<file path="src/rtl/layer_sequencer_pkg.sv">
//============================================================================
// Module : fc_seq_pkg
// Brief  : Shared state encoding, width helper and defaults for the FC
//          layer sequencer.
// Rev    : 1.0  initial release
//============================================================================
`default_nettype none

package fc_seq_pkg;

    typedef enum logic [2:0] {
        S_IDLE = 3'd0,
        S_LRST = 3'd1,
        S_RUN  = 3'd2,
        S_GAP  = 3'd3,
        S_DONE = 3'd4,
        S_ERR  = 3'd5
    } seq_state_t;

    localparam int c_def_rst_cycles = 2;
    localparam int c_def_timeout    = 200000;
    localparam int c_wdog_w         = 24;

    // Index width that never collapses to zero bits for a single element.
    function automatic int idx_width(input int n);
        return (n > 1) ? $clog2(n) : 1;
    endfunction

endpackage

`default_nettype wire

</file>
<file path="src/rtl/layer_sequencer_watchdog.sv">
//============================================================================
// Module : seq_watchdog
// Brief  : 24-bit run-cycle counter; flags the cycle where the count reaches
//          LIMIT-1.
// Rev    : 1.0  initial release
//============================================================================
`default_nettype none

module seq_watchdog
    import fc_seq_pkg::*;
#(
    parameter int LIMIT = c_def_timeout
) (
    input  logic clk,
    input  logic iRst_n,
    input  logic clr,
    input  logic en,
    output logic expired
);

    localparam logic [c_wdog_w-1:0] c_last = c_wdog_w'(LIMIT - 1);

    logic [c_wdog_w-1:0] r_count;

    always_ff @(posedge clk) begin
        if (!iRst_n || clr) begin
            r_count <= '0;
        end else if (en) begin
            r_count <= r_count + c_wdog_w'(1);
        end
    end

    assign expired = (r_count == c_last);

endmodule

`default_nettype wire

</file>
<file path="src/rtl/layer_sequencer.sv">
//============================================================================
// Module : layer_sequencer
// Brief  : Runs FC layers strictly in order, granting one layer at a time
//          the shared resources, with watchdog, overflow capture and abort.
// Rev    : 1.0  initial release
//============================================================================
`default_nettype none

module layer_sequencer
    import fc_seq_pkg::*;
#(
    parameter int NUM_LAYERS     = 3,
    parameter int LW             = idx_width(NUM_LAYERS),
    parameter int RST_CYCLES     = c_def_rst_cycles,
    parameter int TIMEOUT_CYCLES = c_def_timeout
) (
    input  logic                  clk,
    input  logic                  iRst_n,
    input  logic                  start,
    input  logic                  abort,
    input  logic [NUM_LAYERS-1:0] layer_done,
    input  logic [NUM_LAYERS-1:0] layer_overflow,
    output logic [NUM_LAYERS-1:0] layer_ena,
    output logic [NUM_LAYERS-1:0] layer_rst_n,
    output logic [LW-1:0]         sel,
    output logic                  busy,
    output logic                  done,
    output logic                  overflow,
    output logic [NUM_LAYERS-1:0] ovf_mask,
    output logic                  timeout
);

    localparam int                c_rcw      = idx_width(RST_CYCLES);
    localparam logic [LW-1:0]     c_last     = LW'(NUM_LAYERS - 1);
    localparam logic [c_rcw-1:0]  c_rst_last = c_rcw'(RST_CYCLES - 1);

    seq_state_t            r_state, w_state_nxt;
    logic [LW-1:0]         r_cur, w_cur_nxt;
    logic [c_rcw-1:0]      r_rcnt, w_rcnt_nxt;
    logic [NUM_LAYERS-1:0] r_ovf, w_ovf_nxt;
    logic                  r_timeout, w_timeout_nxt;
    logic                  w_in_run;
    logic                  w_wdog_exp;
    logic [NUM_LAYERS-1:0] w_onehot;

    assign w_in_run = (r_state == S_RUN);

    // Counter is held clear outside RUN, so every layer starts from zero.
    seq_watchdog #(
        .LIMIT   (TIMEOUT_CYCLES)
    ) u_wdog (
        .clk     (clk),
        .iRst_n  (iRst_n),
        .clr     (!w_in_run),
        .en      (w_in_run),
        .expired (w_wdog_exp)
    );

    always_ff @(posedge clk) begin
        if (!iRst_n) begin
            r_state   <= S_IDLE;
            r_cur     <= '0;
            r_rcnt    <= '0;
            r_ovf     <= '0;
            r_timeout <= 1'b0;
        end else begin
            r_state   <= w_state_nxt;
            r_cur     <= w_cur_nxt;
            r_rcnt    <= w_rcnt_nxt;
            r_ovf     <= w_ovf_nxt;
            r_timeout <= w_timeout_nxt;
        end
    end

    always_comb begin
        w_state_nxt   = r_state;
        w_cur_nxt     = r_cur;
        w_rcnt_nxt    = r_rcnt;
        w_ovf_nxt     = r_ovf;
        w_timeout_nxt = r_timeout;
        case (r_state)
            S_IDLE, S_DONE, S_ERR: begin
                if (start) begin
                    w_state_nxt   = S_LRST;
                    w_cur_nxt     = '0;
                    w_rcnt_nxt    = '0;
                    w_ovf_nxt     = '0;
                    w_timeout_nxt = 1'b0;
                end
            end
            S_LRST: begin
                if (abort) begin
                    w_state_nxt = S_IDLE;
                end else if (r_rcnt == c_rst_last) begin
                    w_state_nxt = S_RUN;
                    w_rcnt_nxt  = '0;
                end else begin
                    w_rcnt_nxt = r_rcnt + c_rcw'(1);
                end
            end
            S_RUN: begin
                // A done arriving on the last allowed cycle still counts.
                if (abort) begin
                    w_state_nxt = S_IDLE;
                end else if (layer_done[r_cur]) begin
                    w_ovf_nxt[r_cur] = layer_overflow[r_cur];
                    w_state_nxt      = S_GAP;
                end else if (w_wdog_exp) begin
                    w_state_nxt   = S_ERR;
                    w_timeout_nxt = 1'b1;
                end
            end
            S_GAP: begin
                if (abort) begin
                    w_state_nxt = S_IDLE;
                end else if (r_cur == c_last) begin
                    w_state_nxt = S_DONE;
                end else begin
                    w_cur_nxt   = r_cur + LW'(1);
                    w_rcnt_nxt  = '0;
                    w_state_nxt = S_LRST;
                end
            end
            default: w_state_nxt = S_IDLE;
        endcase
    end

    // Outputs decode registered state only; no input-to-output paths.
    assign w_onehot    = NUM_LAYERS'(1) << r_cur;
    assign layer_ena   = (r_state == S_LRST || w_in_run) ? w_onehot : '0;
    assign layer_rst_n = w_in_run ? w_onehot : '0;
    assign sel         = r_cur;
    assign busy        = (r_state == S_LRST) || w_in_run || (r_state == S_GAP);
    assign done        = (r_state == S_DONE);
    assign ovf_mask    = r_ovf;
    assign overflow    = |r_ovf;
    assign timeout     = r_timeout;

endmodule

`default_nettype wire

</file>
<file path="config.mk">
export PLATFORM = sky130hd
export DESIGN_NAME = layer_sequencer
export DESIGN_NICKNAME = d
export VERILOG_FILES = /design/src/rtl/layer_sequencer_pkg.sv /design/src/rtl/layer_sequencer_watchdog.sv /design/src/rtl/layer_sequencer.sv
export SDC_FILE = /design/constraint.sdc
export NUM_CORES = 1
export LEC_CHECK = 0
export CORE_ASPECT_RATIO = 1.25
export CORE_MARGIN = 2
export CORE_UTILIZATION = 46
export DETAILED_ROUTE_END_ITERATION = 7
export GPL_TIMING_DRIVEN = 0
export PLACE_DENSITY_LB_ADDON = 0.3
export SLEW_MARGIN = 20
export SYNTH_ARGS = -nofsm -noshare
export SYNTH_HDL_FRONTEND = slang
export SYNTH_SLANG_ARGS = --single-unit
</file>
<file path="constraint.sdc">
create_clock -name clk -period 1.75 [get_ports clk]
set_input_delay 0.35 -clock clk [delete_from_list [all_inputs] [get_ports clk]]
set_output_delay 0.35 -clock clk [all_outputs]
set_load 0.01 [all_outputs]
</file>
==> results of run 1 <==
[metrics by stage]
stage | instance area, sq um | std cells
global route | 2280 | 291
global placement | 2070 | 278
detailed placement | 2070 | 278
finish | 2280 | 291
floorplan | 1780 | 214
CTS | 2240 | 289
[worst max path at each step]
stage,from,to,slack [ns],cells after the start
final,r_state[0],layer_rst_n[1],0.01,5
after global routing,r_state[0],layer_rst_n[1],-0.05,5
after CTS,r_state[0],layer_ena[0],-0.05,5
after detailed placement,r_state[1],layer_ena[0],-0.21,5
after global placement,r_state[1],layer_ena[2],-0.21,5
after floorplan,sel[0],r_rcnt,0.02,5
[what timing repair did]
| item | 4_1_cts | 5_1_grt |
|---|---|---|
| buffers inserted | 4 | 2 |
| cloned | 0 | 1 |
| pin swaps | 2 | 2 |
| resized for setup | 40 | 17 |
| hold buffers | 0 | 0 |
| hold endpoints to repair | 0 | 0 |
| endpoints found under the setup margin | 17 | 18 |
[final cells by class]
class                   count  area (sq um)
plain buffers               8          56.3
clock buffers               6          82.6
clock inverters             2          12.5
fillers                   338          1470
inverters                   3          11.3
multi-input cells         167          1110
flip-flops and latches     34           692
well taps                  40          50.0
repair buffers             31           263
[critical path, delay by kind of cell, from the launching register on]
kind | cells | cell delay (ns)
simple gates | 3 | 0.44
flops | 1 | 0.31
buf+inv | 2 | 0.35
[layer usage]
metal / part of all wire, % / vias up
met5: 0 / -
met2: 47 / 40
met1: 46 / 739
met3: 5.1 / 6
li1: - / 820
met4: 1.6 / 0
[kinds of logic (layout without fill, tap and decap cells)]
logic type / after synthesis / after routing
AOI/OAI and AO/OA: 27 / 27
xor gates and xnor gates: 21 / 21
adders and majority gates: 4 / 4
buffers and inverters: 13 / 50
DFF: 34 / 34
muxes: 3 / 3
and+or+nand+nor: 112 / 112
[cell usage in the layout, fill, tap and decap left out, types with 2 or more instances in the layout]
cell type	n
o21a_1	2
xor2_1	20
and3_1	8
inv_1	3
and4_1	2
nand2_1	12
nand3_1	17
and2_1	8
buf_6	2
ha_2	2
clkbuf_8	7
buf_2	7
o21ai_0	7
mux2i_1	2
a21oi_1	4
dlygate4sd2_1	3
a32o_1	3
o21ai_1	3
nand2b_1	2
buf_4	6
nor4_1	2
nand3b_1	2
clkdlybuf4s50_1	15
dfxtp_2	3
clkbuf_1	4
nor3_1	3
nor2_1	31
dfxtp_1	29
dfxtp_4	2
nand2b_4	2
nand4_1	9
or3_1	2
nor2b_1	2
[power by group through the flow]
stage          logic (mW)  registers (mW)  clock network [mW]
2_1_floorplan       0.131           0.807                   0
5_1_grt             0.266           0.789               0.671
3_5_place_dp        0.206           0.808                   0
3_3_place_gp        0.205           0.808                   0
6_report            0.241           0.789               0.614
4_1_cts             0.222           0.787               0.631
[registers in the layout (all words and copies together) (netlist names)]
name            count
u_wdog.r_count     24
r_rcnt              1
timeout             1
sel                 2
ovf_mask            3
r_state             3
==> results.py, run 1 <==
metrics = {
    "timing": {
        "fin_crit_sh_pct": 99.3,
        "slew_headroom_pct": 71.7,
        "finalHoldViolations": 0,
        "rsz0062_at_grt": "yes",
        "fin_skew_ns": 0.00691,
        "fin_ws_ns": 0.0118,
        "whs_ns": 0.505,
        "setup_violations": 0,
        "drv_slew": 0,
        "max_freq_mhz": 575,
        "setup_tns_ns": 0,
        "period_minus_slack_ns": 1.74,
        "tightest_slew_ns": 0.425,
    },
    "global_route": {
        "grt_max_degree": 12,
        "use_met1_pct": 24.0,
        "grt_first_pass_wirelength_um": 6360,
        "antenna_found_initial": 0,
        "globalRoute.busiestLayer": "met2",
        "grt_use_met3_pct": 5.28,
        "grt_util_all_layers_pct": 18.9,
        "grt_pass1_vias": 1487,
        "met2_usage_pct": 29.7,
        "grt_overflow_total": 0,
    },
    "power_and_ir_drop": {
        "clockPowerShare_pct": 37.4,
        "p_per_area_mw_per_mm2": 720,
        "p_sw_mw": 0.422,
        "pwr-share-seq_pct": 48.0,
        "p_leak_nw": 0.850,
        "total_power_mw": 1.64,
        "switching_share_pct": 25.7,
        "power_frac_comb_pct": 14.6,
        "internal_power_mw": 1.22,
        "vdd_ir_drop_max_uv": 464,
    },
    "logic_synthesis": {
        "synth_simple_gate_area_share_pct": 33.2,
        "avgSynthCellArea_sq_um": 8.33,
        "syn_nets": 228,
        "synth.most_common_cell": "dfxtp_1",
        "ys_async_sr_fraction_pct": 0,
        "synth_edf_count": 0,
        "ys.flop_type": "dfxtp_1",
        "yosysWarnings": 0,
        "synth_top_area_share_pct": 38.2,
        "synth_compound_area_share_pct": 10.0,
        "synth_top_family_by_area": "simple AND/OR/NAND/NOR gates",
        "yosysTopAreaCell": "dfxtp_1",
        "synth_fa_ha_area_share_pct": 2.81,
        "synth.distinct_cells": 40,
        "synthCells": 214,
        "synthTopCellsByArea": "dfxtp_1 38%, xor2_1 9.8%, nor2_1 6.7%, nand3_1 4.8%, and2_1 3.2%",
        "synthMuxAreaShare_pct": 1.75,
        "ys_seq_elements": 34,
        "synth_xor_area_share_pct": 10.3,
        "synth_area_sq_mm": 0.00178,
        "ys_seq_area_share_pct": 38.2,
        "synth_common_cells": "34 x dfxtp_1, 32 x nor2_1, 20 x xor2_1",
    },
    "die": {
        "core_sq_mm": 0.00375,
        "die-area_sq_mm": 0.00439,
        "initial_core_util_pct": 47.5,
        "chipWidth_um": 59.7,
        "rows": 25,
        "die_h_um": 73.6,
        "ioPinCount": 25,
    },
    "setup_path": {
        "critPathMaxFanout": 10,
        "cp-end-kind": "output pin",
        "ff2ff_path_depth": 6,
        "ff2ff_setup_slack_ns": 0.03,
        "cp.required_ns": 1.40,
        "critical_path_class": "reg -> out",
        "r2r_end": "ovf_mask[0]",
        "worstPathCellList": "buf_6 -> nand2b_4 -> nor2_4 -> and2_1 -> clkdlybuf4s15_2",
        "arrival_ns": 1.39,
        "r2r_start": "r_state[1]",
        "cp_slowest_cell": "dfxtp_1",
        "cp_slowest_stage_delay_ns": 0.31,
        "start_kind": "flip-flop",
    },
    "clocking": {
        "cts_made_buffers": 5,
        "clock_sinks": 34,
        "cts_root_buf": "clkbuf_8",
        "cts.path.max_buffers": 2,
        "cts.reportedPaths.clkPinSlew_ns": 0.07,
        "clock_latency_ns": 0.29,
        "ctsHtreeMaxLevel": 2,
        "tritoncts": "yes",
    },
    "routing": {
        "antenna_left": 0,
        "vias_per_cell": 5.52,
        "vias": 1605,
        "drcViolationCount": 0,
        "drt-wirelength-per-cell_um": 13.4,
        "wl_um": 3900,
        "first_pass_iters": 4,
        "drt-initial-drc-count": 61,
    },
    "min_path": {
        "min_to": "timeout",
        "hp-class": "reg -> reg",
        "worstHoldStart": "timeout",
        "whs_path_depth": 1,
    },
    "place": {
        "dp_hpwl_um": 2710,
        "dp_slack_ns": -0.206,
        "place_congestion": 0.815,
        "io_buffers": 24,
    },
    "finish": {
        "fin_nets": 264,
        "area_growth_pct": 28.0,
        "drive_gt1_share_pct": 19.1,
        "diodes": 0,
        "fin_util_pct": 60.8,
    },
    "flow_run": {
        "maxCapViolCount": 0,
    },
    "outcome": {
        "status": "finished clean",
    },
}
(Power assumes the default switching activity.)
==> inputs of run 2 (changes only) <==
- ABC_AREA: default -> 1
==> run 2 against run 1 <==
  * Clock power decreased by 14%
  * Largest power group unchanged
  * Maximum frequency increased by 5.1%
  * Die area increased by 9.5%
  * Non-clock buffer count decreased by 11
  * Highest routed layer unchanged
  * Via count increased by 19%
  * Count of clock-buffer cells in the layout increased by 1
  * Register-to-register slack improved by 0.15 ns
  * Combinational power increased by 17%
  * Synthesized area increased by 10%
  * First-iteration DRC count increased by 110%
  * Total power decreased by 1.5%
  * Critical endpoint is now busy
  * Largest cell class unchanged
  * Sequential power increased by 2%
==> results.py, run 2 <==
metrics = {
    "outcome": {
        "status": "finished clean",
    },
    "die": {
        "ioPinCount": 25,
        "chipWidth_um": 62.4,
        "die_h_um": 77.0,
        "die-area_sq_mm": 0.00481,
        "initial_core_util_pct": 47.9,
        "rows": 26,
        "core_sq_mm": 0.00410,
    },
    "routing": {
        "vias_per_cell": 4.96,
        "drt-wirelength-per-cell_um": 11.0,
        "wl_um": 4240,
        "vias": 1913,
        "drt-initial-drc-count": 129,
        "drcViolationCount": 0,
        "first_pass_iters": 4,
        "antenna_left": 0,
    },
    "logic_synthesis": {
        "synthTopCellsByArea": "dfxtp_1 35%, nand2_1 13%, nor2_1 11%, inv_1 7.3%, nand3_1 4.3%",
        "ys.flop_type": "dfxtp_1",
        "ys_async_sr_fraction_pct": 0,
        "yosysWarnings": 0,
        "synth.distinct_cells": 31,
        "synthCells": 297,
        "synth_edf_count": 0,
        "synth_area_sq_mm": 0.00196,
        "synth_common_cells": "70 x nand2_1, 55 x nor2_1, 38 x inv_1",
        "synth_top_area_share_pct": 34.7,
        "ys_seq_elements": 34,
        "avgSynthCellArea_sq_um": 6.61,
        "syn_nets": 311,
        "ys_seq_area_share_pct": 34.7,
        "synth.most_common_cell": "nand2_1",
        "yosysTopAreaCell": "dfxtp_1",
    },
    "finish": {
        "postLayoutCellArea_sq_mm": 0.00239,
        "final_common_cell": "nand2_1",
        "drive_gt1_share_pct": 13.6,
        "nFillCells": 416,
        "mostFrequentLayoutCells": "70 x nand2_1, 52 x nor2_1, 34 x inv_1",
        "fin_nets": 344,
        "diodes": 0,
        "regMostFlops": "u_wdog.r_count",
        "area_growth_pct": 21.5,
        "largest_reg_flops": 24,
    },
    "power_and_ir_drop": {
        "internal_power_mw": 1.17,
        "vdd_ir_drop_max_uv": 437,
        "switching_share_pct": 27.9,
        "total_power_mw": 1.62,
        "p_sw_mw": 0.451,
        "power_frac_comb_pct": 17.5,
        "pwr-share-seq_pct": 49.7,
        "clockPowerShare_pct": 32.8,
        "p_per_area_mw_per_mm2": 678,
        "p_leak_nw": 0.913,
    },
    "setup_path": {
        "crit_buf_inv": 3,
        "critical_path_class": "reg -> out",
        "cp.required_ns": 1.40,
        "crit_top_cell": "nand2_1",
        "worstPathCellList": "inv_4 -> nor2_4 -> nand2_1 -> nand2_1 -> inv_1 -> nand2_1 -> dlygate4sd2_1",
        "cp_slowest_stage_delay_ns": 0.36,
        "cp_slowest_cell": "dfxtp_2",
        "arrival_ns": 1.30,
        "cp-end-kind": "output pin",
        "critPathMaxFanout": 4,
        "start_kind": "flip-flop",
        "path_delay_family": "buffers and inverters",
    },
    "clocking": {
        "cts_made_buffers": 5,
        "cts_root_buf": "clkbuf_8",
        "cts.reportedPaths.clkPinSlew_ns": 0.06,
        "clock_sinks": 34,
        "cts.path.max_buffers": 2,
        "tritoncts": "yes",
        "ctsHtreeMaxLevel": 2,
        "holdBufCountCts": 0,
        "clock_latency_ns": 0.28,
    },
    "global_route": {
        "antenna_found_initial": 0,
        "globalRoute.busiestLayer": "met2",
        "use_met1_pct": 19.6,
        "grt_overflow_total": 0,
        "grt_pass1_vias": 1791,
        "grt_use_met3_pct": 4.40,
        "grt_max_degree": 11,
        "grt_first_pass_wirelength_um": 7180,
        "met2_usage_pct": 33.5,
        "grt_util_all_layers_pct": 18.3,
    },
    "timing": {
        "slew_headroom_pct": 72.5,
        "setup_tns_ns": 0,
        "finalHoldViolations": 0,
        "setup_violations": 0,
        "period_minus_slack_ns": 1.65,
        "fin_skew_ns": 0.00478,
        "tightest_slew_ns": 0.413,
        "fin_crit_sh_pct": 94.5,
        "drv_slew": 0,
        "max_freq_mhz": 605,
    },
    "place": {
        "dp_hpwl_um": 3200,
        "io_buffers": 24,
        "dpl_cell_area_sq_mm": 0.00227,
        "place_congestion": 0.855,
    },
    "flow_run": {
        "maxCapViolCount": 0,
    },
    "min_path": {
        "hp-class": "reg -> reg",
    },
}
run 2: changes by cell type in the layout (fill, tap and decap cells not counted), moves of 4 or more:
cell	delta
nand2_1	+58
inv_1	+31
nor2_1	+21
xor2_1	-13
a21oi_1	+12
and2_1	-8
and3_1	-8
buf_2	-6
clkbuf_2	+6
nor2_2	+5
buf_4	-4
run 2: worst paths after layout:
path                           from                 end  slack (ns)  cells past startpoint
setup reg to reg  u_wdog.r_count[0]  u_wdog.r_count[22]        0.18                      8
hold / removal    u_wdog.r_count[0]   u_wdog.r_count[0]        0.47                      1
setup / recovery         r_state[0]                busy         0.1                      7
hold reg to reg   u_wdog.r_count[0]   u_wdog.r_count[0]        0.47                      1
run 2: stage by stage:
stage	util, %	cells	worst slack [ns]	hold WS [ns]
6_report	58.2	386	0.0966	0.467
5_1_grt	58.2	386	-0.00689	0.486
4_1_cts	58.0	386	0.00188	0.470
3_5_place_dp	55.5	377	-0.305	0.455
3_3_place_gp	55.5	377	-0.318	0.443
2_1_floorplan	-	297	0.321	0.429
run 2: power by group through the flow:
stage | clock network (mW) | registers [mW] | logic (mW)
after floorplan | 0 | 0.817 | 0.187
after global placement | 0 | 0.818 | 0.283
after detailed placement | 0 | 0.819 | 0.284
after CTS | 0.546 | 0.804 | 0.282
after global routing | 0.580 | 0.808 | 0.322
final | 0.530 | 0.805 | 0.283
run 2: worst register-to-register path, cell delays in order, from the launching register on:
cell	delay, ns
dfxtp_1	0.37
ha_1	0.22
nand3_2	0.13
inv_1	0.11
nand3_2	0.17
nor2_2	0.24
nand3_1	0.09
nand2_1	0.08
nor2_1	0.04
run 2: final cells by class:
type                       count  area (sq um)  area share [%]
buffer                         2          8.76           0.367
clock buffer                   7          76.3            3.20
inverter                      40           158            6.61
multi-input combinational    221          1160            48.5
sequential                    34           694            29.1
tap                           56          70.1            2.94
timing repair buffer          26           221            9.28
run 2: repair_timing:
action | in CTS | in global routing
resized for setup | 24 | 22
buffers inserted | 2 | 0
setup endpoints to repair | 13 | 20
pin swaps | 1 | 0
run 2: cell families after synthesis:
logic type | Yosys count | synth area share [%]
buf+inv | 42 | 8.16
flops | 34 | 34.7
compound gates | 31 | 8.54
xor+xnor | 10 | 4.46
simple gates | 176 | 41.6
fa+ha+maj | 4 | 2.55
run 2: per-layer routing:
| metal | vias to the layer above | routed length (um) | share of wire [%] |
|---|---|---|---|
| met5 | - | 0 | 0 |
| met4 | 0 | 69 | 1.6 |
| met3 | 7 | 217 | 5.1 |
| met2 | 45 | 2110 | 50 |
| met1 | 849 | 1840 | 43 |
| li1 | 1012 | - | - |
==> inputs of run 3 (changes only) <==
- CORE_ASPECT_RATIO: 1.25 -> 2
==> run 3 against run 2 <==
  * Non-clock buffer count unchanged
  * Critical path type unchanged
  * Final area up 0.84%
  * Clock skew rose by 0.0013 ns
  * First-iteration DRC count shrank 71%
==> results.py, run 3 (synthesis results as in run 2) <==
metrics = {
    "finish": {
        "regMostFlops": "u_wdog.r_count",
        "diodes": 0,
        "largest_reg_flops": 24,
        "fin_util_pct": 58.9,
        "mostFrequentLayoutCells": "70 x nand2_1, 51 x nor2_1, 33 x inv_1",
        "final_common_cell": "nand2_1",
        "drive_gt1_share_pct": 15.1,
        "fin_nets": 344,
        "nFillCells": 397,
        "instances_no_fill": 383,
        "area_growth_pct": 22.6,
    },
    "setup_path": {
        "critical_path_class": "reg -> out",
        "arrival_ns": 1.34,
        "crit_path_end": "layer_rst_n[2]",
        "r2r_start": "u_wdog.r_count[0]",
        "start_kind": "flip-flop",
        "ff2ff_setup_slack_ns": 0.19,
        "critPathMaxFanout": 6,
        "cp-end-kind": "output pin",
        "cp.required_ns": 1.40,
        "ff2ff_path_depth": 8,
        "crit_start": "r_state[2]",
        "r2r_end": "u_wdog.r_count[20]",
    },
    "global_route": {
        "grt_pass1_vias": 1904,
        "grt_util_all_layers_pct": 21.2,
        "grt_first_pass_wirelength_um": 7760,
        "grt_max_degree": 11,
        "grt_overflow_total": 0,
        "antenna_found_initial": 0,
    },
    "clocking": {
        "cts.path.max_buffers": 2,
        "cts_root_buf": "clkbuf_8",
        "tritoncts": "yes",
        "cts_made_buffers": 5,
        "ctsHtreeMaxLevel": 2,
        "clock_latency_ns": 0.29,
        "clock_sinks": 34,
        "cts.reportedPaths.clkPinSlew_ns": 0.07,
    },
    "die": {
        "die_h_um": 96.4,
        "initial_core_util_pct": 48.0,
        "die-area_sq_mm": 0.00484,
        "core_sq_mm": 0.00409,
        "ioPinCount": 25,
        "rows": 33,
        "chipWidth_um": 50.2,
    },
    "timing": {
        "max_freq_mhz": 593,
        "whs_ns": 0.471,
        "finalHoldViolations": 0,
        "fin_crit_sh_pct": 96.3,
        "setup_violations": 0,
        "tightest_slew_ns": 0.359,
        "rsz0062_at_grt": "no",
        "period_minus_slack_ns": 1.69,
        "fin_skew_ns": 0.00606,
        "drv_slew": 0,
        "setup_tns_ns": 0,
        "slew_headroom_pct": 75.8,
    },
    "routing": {
        "first_pass_iters": 4,
        "vias": 1939,
        "vias_per_cell": 5.06,
        "antenna_left": 0,
        "drt-initial-drc-count": 38,
        "drt-wirelength-per-cell_um": 12.0,
        "drcViolationCount": 0,
        "wl_um": 4580,
    },
    "place": {
        "place_congestion": 0.914,
        "dp_hpwl_um": 3530,
        "dp.cells": 373,
        "io_buffers": 24,
    },
    "power_and_ir_drop": {
        "p_leak_nw": 0.922,
        "vdd_ir_drop_max_uv": 622,
        "total_power_mw": 1.70,
        "p_per_area_mw_per_mm2": 706,
    },
    "flow_run": {
        "maxCapViolCount": 0,
    },
    "outcome": {
        "status": "finished clean",
    },
    "min_path": {
        "hp-class": "reg -> reg",
    },
}
[run 3: changes by cell type in the layout (fill, tap and decap cells not counted), sizes merged]
cell and delta:
clkinv +1, clkdlybuf4s15 +2, clkbuf -1, dlygate4sd2 -1
[run 3: power by group]
group | internal, mW | switching, mW
Combinational | 0.109 | 0.186
Clock | 0.317 | 0.280
Sequential | 0.790 | 0.0170
Total | 1.22 | 0.483
[run 3: stage by stage]
stage / area [sq um] / worst slack (ns)
floorplan: 1960 / 0.321
global placement: 2270 / -0.322
detailed placement: 2270 / -0.372
CTS: 2390 / -0.00567
global route: 2410 / 0.000744
finish: 2410 / 0.0647
[run 3: critical path, stage by stage (launching register included)]
cell             delay, ns
dfxtp_2               0.34
inv_2                 0.09
nand3_4               0.12
buf_6                 0.16
nor2_2                0.09
clkdlybuf4s15_2       0.23
[run 3: layer usage]
layer  vias up  GRT usage (%)  wire (um)
li1       1012              -          -
met4         0           14.8        241
met3        21           3.38        136
met5         -              0          0
met2        42           42.3       2560
met1       864           18.2       1640
[run 3: area by class of cell]
type	instances	area (sq um)	area share, %
multi-input cells	221	1160	48.2
clock inverters	1	5.00	0.208
well taps	52	65.1	2.70
flip-flops and latches	34	689	28.7
repair buffers	26	233	9.67
clock buffers	7	86.3	3.59
inverters	40	158	6.55
plain buffers	2	10.0	0.416
[run 3: what timing repair did]
action,CTS,global route
setup buffers,2,0
hold buffers,0,0
gates resized for setup,26,24
pin swaps,1,0
endpoints found under the setup margin,25,23
[run 3: worst min-delay path by stage]
| stage | startpoint | end | slack [ns] | depth (start not counted) |
|---|---|---|---|---|
| finish | u_wdog.r_count[0] | u_wdog.r_count[0] | 0.47 | 1 |
| floorplan | u_wdog.r_count[0] | u_wdog.r_count[0] | 0.43 | 1 |
| global route | u_wdog.r_count[0] | u_wdog.r_count[0] | 0.50 | 1 |
| detailed placement | u_wdog.r_count[0] | u_wdog.r_count[0] | 0.46 | 1 |
| CTS | u_wdog.r_count[0] | u_wdog.r_count[0] | 0.48 | 1 |
| global placement | u_wdog.r_count[0] | u_wdog.r_count[0] | 0.45 | 1 |
